<file path="src/rtl/mc_ctrl_pkg.sv">
// Shared opcodes, state/class enums and control-field encodings for the
// multi-cycle RV32I control unit.
package mc_ctrl_pkg;

    // RV32I major opcodes (IR[6:0])
    localparam logic [6:0] OPC_R      = 7'b0110011;
    localparam logic [6:0] OPC_IARITH = 7'b0010011;
    localparam logic [6:0] OPC_LOAD   = 7'b0000011;
    localparam logic [6:0] OPC_STORE  = 7'b0100011;
    localparam logic [6:0] OPC_BRANCH = 7'b1100011;
    localparam logic [6:0] OPC_JAL    = 7'b1101111;
    localparam logic [6:0] OPC_JALR   = 7'b1100111;
    localparam logic [6:0] OPC_LUI    = 7'b0110111;
    localparam logic [6:0] OPC_AUIPC  = 7'b0010111;

    typedef enum logic [2:0] {
        ST_FETCH,
        ST_DECODE,
        ST_EXEC,
        ST_MEM,
        ST_WB,
        ST_TRAP
    } state_t;

    typedef enum logic [3:0] {
        CLS_R,
        CLS_IARITH,
        CLS_LOAD,
        CLS_STORE,
        CLS_BRANCH,
        CLS_JAL,
        CLS_JALR,
        CLS_LUI,
        CLS_AUIPC
    } cls_t;

    // pc_src
    localparam logic [1:0] PC_ALU      = 2'b00;
    localparam logic [1:0] PC_ALUOUT   = 2'b01;
    localparam logic [1:0] PC_ALU_CLR0 = 2'b10;

    // alu_src_a
    localparam logic [1:0] SRCA_PC    = 2'b00;
    localparam logic [1:0] SRCA_RS1   = 2'b01;
    localparam logic [1:0] SRCA_OLDPC = 2'b10;
    localparam logic [1:0] SRCA_ZERO  = 2'b11;

    // alu_src_b
    localparam logic [1:0] SRCB_RS2  = 2'b00;
    localparam logic [1:0] SRCB_FOUR = 2'b01;
    localparam logic [1:0] SRCB_IMM  = 2'b10;

    // alu_op
    localparam logic [1:0] ALUOP_ADD    = 2'b00;
    localparam logic [1:0] ALUOP_BRANCH = 2'b01;
    localparam logic [1:0] ALUOP_FUNCT  = 2'b10;

    // wb_sel
    localparam logic [1:0] WB_ALUOUT = 2'b00;
    localparam logic [1:0] WB_MDR    = 2'b01;
    localparam logic [1:0] WB_PC4    = 2'b10;

    // trap_cause
    localparam logic [1:0] CAUSE_NONE    = 2'b00;
    localparam logic [1:0] CAUSE_ILLEGAL = 2'b01;
    localparam logic [1:0] CAUSE_TIMEOUT = 2'b10;

endpackage

</file>
<file path="src/rtl/mc_ctrl_if.sv">
// Controller <-> datapath/memory signal bundle. The controller is the master.
interface mc_ctrl_if #(
    parameter int unsigned CNT_W = 32
);
    logic [6:0]       opcode;
    logic             mem_ready;
    logic             br_taken;
    logic             pc_write;
    logic [1:0]       pc_src;
    logic             ir_write;
    logic             iord;
    logic             mem_read;
    logic             mem_write;
    logic [1:0]       alu_src_a;
    logic [1:0]       alu_src_b;
    logic [1:0]       alu_op;
    logic             reg_write;
    logic [1:0]       wb_sel;
    logic             trap;
    logic [1:0]       trap_cause;
    logic [CNT_W-1:0] instret;

    modport master (
        input  opcode, mem_ready, br_taken,
        output pc_write, pc_src, ir_write, iord, mem_read, mem_write,
               alu_src_a, alu_src_b, alu_op, reg_write, wb_sel,
               trap, trap_cause, instret
    );

    modport slave (
        output opcode, mem_ready, br_taken,
        input  pc_write, pc_src, ir_write, iord, mem_read, mem_write,
               alu_src_a, alu_src_b, alu_op, reg_write, wb_sel,
               trap, trap_cause, instret
    );
endinterface

</file>
<file path="src/rtl/mc_ctrl_decode.sv">
// Opcode to instruction-class mapping with an illegal-opcode flag.
module mc_ctrl_decode
    import mc_ctrl_pkg::*;
#(
    parameter bit EN_UPPER = 1'b1
) (
    input  logic [6:0] opcode,
    output cls_t       cls,
    output logic       illegal
);

    // Classify the opcode; LUI/AUIPC are illegal when upper-immediate support is off
    always_comb begin
        cls     = CLS_R;
        illegal = 1'b0;
        case (opcode)
            OPC_R:      cls = CLS_R;
            OPC_IARITH: cls = CLS_IARITH;
            OPC_LOAD:   cls = CLS_LOAD;
            OPC_STORE:  cls = CLS_STORE;
            OPC_BRANCH: cls = CLS_BRANCH;
            OPC_JAL:    cls = CLS_JAL;
            OPC_JALR:   cls = CLS_JALR;
            OPC_LUI: begin
                cls     = CLS_LUI;
                illegal = !EN_UPPER;
            end
            OPC_AUIPC: begin
                cls     = CLS_AUIPC;
                illegal = !EN_UPPER;
            end
            default:    illegal = 1'b1;
        endcase
    end

endmodule

</file>
<file path="src/rtl/multicycle_controller.sv">
// Multi-cycle RV32I main control FSM: FETCH/DECODE/EXEC/MEM/WB with a sticky
// TRAP state, memory wait timeout and a retired-instruction counter.
module multicycle_controller
    import mc_ctrl_pkg::*;
#(
    parameter int unsigned MEM_TIMEOUT = 16,
    parameter int unsigned CNT_W       = 32,
    parameter bit          EN_UPPER    = 1'b1
) (
    input logic       clk,
    input logic       reset,
    mc_ctrl_if.master bus
);

    // Counter only needs to hold MEM_TIMEOUT-1: the limit is hit on the last waiting cycle
    localparam int unsigned WAIT_W  = (MEM_TIMEOUT < 2) ? 1 : $clog2(MEM_TIMEOUT);
    localparam int unsigned TO_LAST = (MEM_TIMEOUT == 0) ? 0 : MEM_TIMEOUT - 1;

    state_t             state, state_next;
    cls_t               cls_q, dec_cls;
    logic               dec_illegal;
    logic [WAIT_W-1:0]  wait_cnt;
    logic               wait_expired;
    logic [1:0]         cause_q, cause_next;
    logic [CNT_W-1:0]   instret_q;
    logic               retire;

    logic               pc_write, ir_write, iord, mem_read, mem_write, reg_write;
    logic [1:0]         pc_src, alu_src_a, alu_src_b, alu_op, wb_sel;

    mc_ctrl_decode #(.EN_UPPER(EN_UPPER)) u_decode (
        .opcode  (bus.opcode),
        .cls     (dec_cls),
        .illegal (dec_illegal)
    );

    // mem_ready arriving on the limit cycle wins, since it is checked first below
    assign wait_expired = (MEM_TIMEOUT != 0) && (wait_cnt == WAIT_W'(TO_LAST));

    // State register
    always_ff @(posedge clk or posedge reset) begin
        if (reset) state <= ST_FETCH;
        else       state <= state_next;
    end

    // Next-state and control outputs from state, latched class and handshakes
    always_comb begin
        state_next = state;
        pc_write   = 1'b0;
        pc_src     = PC_ALU;
        ir_write   = 1'b0;
        iord       = 1'b0;
        mem_read   = 1'b0;
        mem_write  = 1'b0;
        alu_src_a  = SRCA_PC;
        alu_src_b  = SRCB_RS2;
        alu_op     = ALUOP_ADD;
        reg_write  = 1'b0;
        wb_sel     = WB_ALUOUT;
        retire     = 1'b0;
        cause_next = CAUSE_NONE;
        case (state)
            ST_FETCH: begin
                mem_read  = 1'b1;
                alu_src_b = SRCB_FOUR;
                if (bus.mem_ready) begin
                    ir_write   = 1'b1;
                    pc_write   = 1'b1;
                    state_next = ST_DECODE;
                end else if (wait_expired) begin
                    state_next = ST_TRAP;
                    cause_next = CAUSE_TIMEOUT;
                end
            end
            ST_DECODE: begin
                alu_src_a = SRCA_OLDPC;
                alu_src_b = SRCB_IMM;
                if (dec_illegal) begin
                    state_next = ST_TRAP;
                    cause_next = CAUSE_ILLEGAL;
                end else begin
                    state_next = ST_EXEC;
                end
            end
            ST_EXEC: begin
                state_next = ST_WB;
                case (cls_q)
                    CLS_R: begin
                        alu_src_a = SRCA_RS1;
                        alu_op    = ALUOP_FUNCT;
                    end
                    CLS_IARITH: begin
                        alu_src_a = SRCA_RS1;
                        alu_src_b = SRCB_IMM;
                        alu_op    = ALUOP_FUNCT;
                    end
                    CLS_LOAD, CLS_STORE: begin
                        alu_src_a  = SRCA_RS1;
                        alu_src_b  = SRCB_IMM;
                        state_next = ST_MEM;
                    end
                    CLS_BRANCH: begin
                        alu_src_a  = SRCA_RS1;
                        alu_op     = ALUOP_BRANCH;
                        pc_write   = bus.br_taken;
                        pc_src     = PC_ALUOUT;
                        retire     = 1'b1;
                        state_next = ST_FETCH;
                    end
                    CLS_JAL: begin
                        pc_write = 1'b1;
                        pc_src   = PC_ALUOUT;
                    end
                    CLS_JALR: begin
                        alu_src_a = SRCA_RS1;
                        alu_src_b = SRCB_IMM;
                        pc_write  = 1'b1;
                        pc_src    = PC_ALU_CLR0;
                    end
                    CLS_LUI: begin
                        alu_src_a = SRCA_ZERO;
                        alu_src_b = SRCB_IMM;
                    end
                    CLS_AUIPC: begin
                        alu_src_a = SRCA_OLDPC;
                        alu_src_b = SRCB_IMM;
                    end
                    default: ;
                endcase
            end
            ST_MEM: begin
                iord      = 1'b1;
                mem_read  = (cls_q == CLS_LOAD);
                mem_write = (cls_q != CLS_LOAD);
                if (bus.mem_ready) begin
                    if (cls_q == CLS_LOAD) begin
                        state_next = ST_WB;
                    end else begin
                        retire     = 1'b1;
                        state_next = ST_FETCH;
                    end
                end else if (wait_expired) begin
                    state_next = ST_TRAP;
                    cause_next = CAUSE_TIMEOUT;
                end
            end
            ST_WB: begin
                reg_write  = 1'b1;
                retire     = 1'b1;
                state_next = ST_FETCH;
                if (cls_q == CLS_LOAD)                         wb_sel = WB_MDR;
                else if (cls_q == CLS_JAL || cls_q == CLS_JALR) wb_sel = WB_PC4;
            end
            ST_TRAP: ;
            default: state_next = ST_FETCH;
        endcase
    end

    // Latch the instruction class while in DECODE
    always_ff @(posedge clk or posedge reset) begin
        if (reset)                   cls_q <= CLS_R;
        else if (state == ST_DECODE) cls_q <= dec_cls;
    end

    // Wait counter: cleared on any state change, counts cycles stalled in FETCH/MEM
    always_ff @(posedge clk or posedge reset) begin
        if (reset)                                      wait_cnt <= '0;
        else if (state_next != state)                   wait_cnt <= '0;
        else if (state == ST_FETCH || state == ST_MEM)  wait_cnt <= wait_cnt + WAIT_W'(1);
    end

    // Capture the trap cause on entry to TRAP
    always_ff @(posedge clk or posedge reset) begin
        if (reset)                         cause_q <= CAUSE_NONE;
        else if (cause_next != CAUSE_NONE) cause_q <= cause_next;
    end

    // Retired-instruction counter, wraps naturally
    always_ff @(posedge clk or posedge reset) begin
        if (reset)       instret_q <= '0;
        else if (retire) instret_q <= instret_q + CNT_W'(1);
    end

    assign bus.pc_write   = pc_write;
    assign bus.pc_src     = pc_src;
    assign bus.ir_write   = ir_write;
    assign bus.iord       = iord;
    assign bus.mem_read   = mem_read;
    assign bus.mem_write  = mem_write;
    assign bus.alu_src_a  = alu_src_a;
    assign bus.alu_src_b  = alu_src_b;
    assign bus.alu_op     = alu_op;
    assign bus.reg_write  = reg_write;
    assign bus.wb_sel     = wb_sel;
    assign bus.trap       = (state == ST_TRAP);
    assign bus.trap_cause = cause_q;
    assign bus.instret    = instret_q;

endmodule

</file>
<file path="src/flat_wrapper.sv">
// flat-port wrapper written by rule: the top's interface ports become plain ports
module multicycle_controller_flat import mc_ctrl_pkg::*;
#(
    parameter int unsigned MEM_TIMEOUT = 16,
    parameter int unsigned CNT_W       = 32,
    parameter bit          EN_UPPER    = 1'b1
)
  (clk, reset, bus_opcode, bus_mem_ready, bus_br_taken, bus_pc_write, bus_pc_src, bus_ir_write, bus_iord, bus_mem_read, bus_mem_write, bus_alu_src_a, bus_alu_src_b, bus_alu_op, bus_reg_write, bus_wb_sel, bus_trap, bus_trap_cause, bus_instret);
  mc_ctrl_if #(.CNT_W(CNT_W)) bus_i ();
  input logic clk;
  input logic reset;
  input wire logic [$bits(bus_i.opcode)-1:0] bus_opcode;
  input wire logic [$bits(bus_i.mem_ready)-1:0] bus_mem_ready;
  input wire logic [$bits(bus_i.br_taken)-1:0] bus_br_taken;
  output wire logic [$bits(bus_i.pc_write)-1:0] bus_pc_write;
  output wire logic [$bits(bus_i.pc_src)-1:0] bus_pc_src;
  output wire logic [$bits(bus_i.ir_write)-1:0] bus_ir_write;
  output wire logic [$bits(bus_i.iord)-1:0] bus_iord;
  output wire logic [$bits(bus_i.mem_read)-1:0] bus_mem_read;
  output wire logic [$bits(bus_i.mem_write)-1:0] bus_mem_write;
  output wire logic [$bits(bus_i.alu_src_a)-1:0] bus_alu_src_a;
  output wire logic [$bits(bus_i.alu_src_b)-1:0] bus_alu_src_b;
  output wire logic [$bits(bus_i.alu_op)-1:0] bus_alu_op;
  output wire logic [$bits(bus_i.reg_write)-1:0] bus_reg_write;
  output wire logic [$bits(bus_i.wb_sel)-1:0] bus_wb_sel;
  output wire logic [$bits(bus_i.trap)-1:0] bus_trap;
  output wire logic [$bits(bus_i.trap_cause)-1:0] bus_trap_cause;
  output wire logic [$bits(bus_i.instret)-1:0] bus_instret;
  assign bus_i.opcode = bus_opcode;
  assign bus_i.mem_ready = bus_mem_ready;
  assign bus_i.br_taken = bus_br_taken;
  assign bus_pc_write = bus_i.pc_write;
  assign bus_pc_src = bus_i.pc_src;
  assign bus_ir_write = bus_i.ir_write;
  assign bus_iord = bus_i.iord;
  assign bus_mem_read = bus_i.mem_read;
  assign bus_mem_write = bus_i.mem_write;
  assign bus_alu_src_a = bus_i.alu_src_a;
  assign bus_alu_src_b = bus_i.alu_src_b;
  assign bus_alu_op = bus_i.alu_op;
  assign bus_reg_write = bus_i.reg_write;
  assign bus_wb_sel = bus_i.wb_sel;
  assign bus_trap = bus_i.trap;
  assign bus_trap_cause = bus_i.trap_cause;
  assign bus_instret = bus_i.instret;
  multicycle_controller #(.MEM_TIMEOUT(MEM_TIMEOUT), .CNT_W(CNT_W), .EN_UPPER(EN_UPPER)) u_core (.clk(clk), .reset(reset), .bus(bus_i));
endmodule
</file>
<file path="config.mk">
export PLATFORM = sky130hd
export DESIGN_NAME = multicycle_controller_flat
export DESIGN_NICKNAME = d
export VERILOG_FILES = /design/src/rtl/mc_ctrl_pkg.sv /design/src/rtl/mc_ctrl_if.sv /design/src/rtl/mc_ctrl_decode.sv /design/src/rtl/multicycle_controller.sv /design/src/flat_wrapper.sv
export SDC_FILE = /design/constraint.sdc
export NUM_CORES = 1
export LEC_CHECK = 0
export BUFFER_PORTS_ARGS = -buffer_cell sky130_fd_sc_hd__buf_2
export CORE_ASPECT_RATIO = 0.6
export CORE_UTILIZATION = 57
export DETAILED_ROUTE_END_ITERATION = 10
export GPL_TIMING_DRIVEN = 0
export PLACE_DENSITY = 0.94
export SLEW_MARGIN = 20
export SYNTH_ARGS = -nofsm -noshare
export SYNTH_HDL_FRONTEND = slang
export SYNTH_SLANG_ARGS = --single-unit
</file>
<file path="constraint.sdc">
create_clock -name clk -period 3.1 [get_ports clk]
set_clock_uncertainty 0.05 [all_clocks]
set_input_delay 0.31 -clock clk [delete_from_list [all_inputs] [get_ports clk]]
set_output_delay 0.31 -clock clk [all_outputs]
set_load 0.01 [all_outputs]
</file>
==> qor.yml <==
fp.dieW_um: 87
synth_common_cells: "45 x dfrtp_1, 29 x xnor2_1, 27 x nand2_1"
arrival_ns: 2.29
peakVddDrop_mv: 0.420
finalWirelength_mm: 5.71
route.detailed.drc: 2
final_hold_viol_count: 0
drive_gt1_share_pct: 25.8
post_cts_buffers: 0
cpMostUsedCell: "clkbuf_1"
clk_pin_slew_ns: 0.09
ctsResizeCount: 0
fmax_ghz: 0.378
syn_nets: 265
hpwl_mm: 4.26
hold_ws_ns: 0.224
syn_area_um2: 2470
grt_util_all_layers_pct: 27.3
wl_per_cell_um: 14.9
violations: "design-rule violations"
dieArea_um2: 4610
cts_max_path_buffers: 2
outcome: "complete, but fails checks"
hold_path_class: "input port to register"
holdBufCountCts: 1
place_congestion: 0.846
seq_area_frac_synth_pct: 45.6
drtAntennaViolNets: 0
diodes: 0
setup_violations: 0
final_util_pct: 73.1
cts_root_buf: "clkbuf_8"
via_count: 2172
antenna_found_initial: 0
min_period_ns: 2.65
syn-instance-count: 252
drv_cap: 0
relSlewSlack_pct: 53.4
dp_slack_ns: 0.685
coreArea_um2: 4120
row_count: 18
yosys_warnings: 0
cp_num_buf_inv: 3
synthFlopType: "dfrtp_1"
max_slew.worst_pin.slew_ns: 0.699
syn-mean-instance-area_um2: 9.81
powerDensity_nw_per_um2: 597
path_max_fanout: 10
start_kind: "register"
grt_max_degree: 32
rsz0062_at_grt: "no"
initial_core_util_pct: 60.0
numCtsBuffers: 5
cts_tree: "built"
htreeDepth: 2
finalCritPeriodShare_pct: 85.4
drt_iter0_drc: 130
dr.pass1.iters: 10
yosys.area.top_type_share_pct: 45.6
ios: 62
netlist_top_cells_area: "dfrtp_1 46%, xnor2_1 10%, nand2_1 4.1%, nand3_1 2.8%, o21ai_0 2.6%"
grt_pass1_vias: 1896
clock_sinks: 45
worst_slack_ns: 0.452
crit_family: "buffers and inverters"
yosysUniqueCellTypes: 46
ys_ff_latch: 45
grt-ovfl-total: 0
drv_slew: 0
area_growth_pct: 22.0
die_h_um: 53
worstPathCellList: "clkbuf_1 > nor2b_1 > nand2b_1 > clkbuf_1 > o21ai_0 > buf_2"
yosysTopAreaCell: "dfrtp_1"
power_leakage_nw: 1.41
clock_latency_ns: 0.31
synth_async_sr_flop_share_pct: 100
synth.most_common_cell: "dfrtp_1"
synth_edf_count: 0
cp.required_ns: 2.74
endpoint_kind: "output port"
avgViaCountPerCell: 5.69
cp_slowest_cell: "nor2b_1"
port_buffers: 60
finalSetupTns_ns: 0
critical-path-max-stage-delay_ns: 0.47
grt_pass1_wl_mm: 9.24
crit_type: "register to output port"
nets: 334
==> logic make-up (layout without fill, tap and decap cells) <==
| kind of cell | count (synthesis) | after routing | synth area share, % |
|---|---|---|---|
| muxes | 3 | 3 | 1.32 |
| DFF | 45 | 45 | 45.6 |
| and+or+nand+nor | 105 | 105 | 23.5 |
| adders and majority gates | 2 | 2 | 1.01 |
| AOI/OAI and AO/OA | 43 | 43 | 12.9 |
| xor gates and xnor gates | 35 | 35 | 12.4 |
| buffers and inverters | 19 | 89 | 3.29 |
==> power by group <==
group          internal [W]  total, W  leakage [nW]  switching (W)
clock              0.000324  0.000537        0.0687       0.000212
combinational      0.000205  0.000532         0.742       0.000328
sequential         0.000653  0.000730         0.600      0.0000765
total               0.00118   0.00180          1.41       0.000616
==> per-layer routing <==
layer	track usage (%)	routed length [um]	up-vias
met5	0	0	-
met4	7.78	64	0
met3	8.74	406	8
met2	39.8	2540	97
met1	38.9	2700	1020
li1	-	-	1047
==> final cells by class <==
type | instances | area [um2]
multi-input cells | 188 | 1260
flip-flops and latches | 45 | 1130
fillers | 301 | 1110
repair buffers | 62 | 330
well taps | 60 | 75.1
clock buffers | 5 | 68.8
clock inverters | 3 | 68.8
plain buffers | 13 | 58.8
inverters | 6 | 22.5
==> final timing paths <==
kind                                   startpoint                       end  slack [ns]  cells past startpoint
max                               u_core.state[0]          bus_alu_src_a[1]        0.45                      6
min                                 bus_opcode[0]           u_core.cls_q[2]        0.22                      3
max reg2reg                       u_core.cls_q[0]    u_core.bus.instret[21]        0.63                      6
min reg2reg                u_core.bus.instret[31]    u_core.bus.instret[31]        0.44                      1
max in group asynchronous                   reset  u_core.bus.trap_cause[1]        2.09                      4
min in group asynchronous                   reset    u_core.bus.instret[17]        0.44                      3
==> placed cells by master, fill, tap and decap left out, types with 3 or more instances in the layout <==
master and count:
buf_2 62, dfrtp_1 45, xnor2_1 29, nand2_1 27
nand3_1 14, o21ai_0 13, nand4_1 10, nor2_1 9
clkbuf_1 7, and3_1 7, a21oi_1 7, nor3_1 7
nor2b_1 6, xor2_1 6, inv_1 5, and4_1 5
and2_1 5, clkbuf_8 5, o41ai_1 4, o31ai_1 3
nand2b_1 3
==> worst register-to-register path: stages (launching register included) <==
cell and delay [ns]:
dfrtp_1 0.39, clkbuf_1 0.22, nor2_1 0.29, a31oi_2 0.26
a2111oi_4 0.76, nand4_1 0.23, xnor2_1 0.17
==> sequential cells by signal (all words and copies together), names as in the netlist <==
name,cells
u_core.bus.instret,32
u_core.cls_q,4
u_core.wait_cnt,4
u_core.state,3
u_core.bus.trap_cause,2
==> metrics by stage <==
stage | cell area, um2 | power [W] | cells
2_1_floorplan | 2470 | 0.00108 | 252
6_report | 3010 | 0.00180 | 382
4_1_cts | 3010 | 0.00180 | 382
3_5_place_dp | 2870 | 0.00126 | 373
3_3_place_gp | 2850 | 0.00124 | 372
5_1_grt | 3010 | 0.00189 | 382
Power figures use the tool's default switching activity.
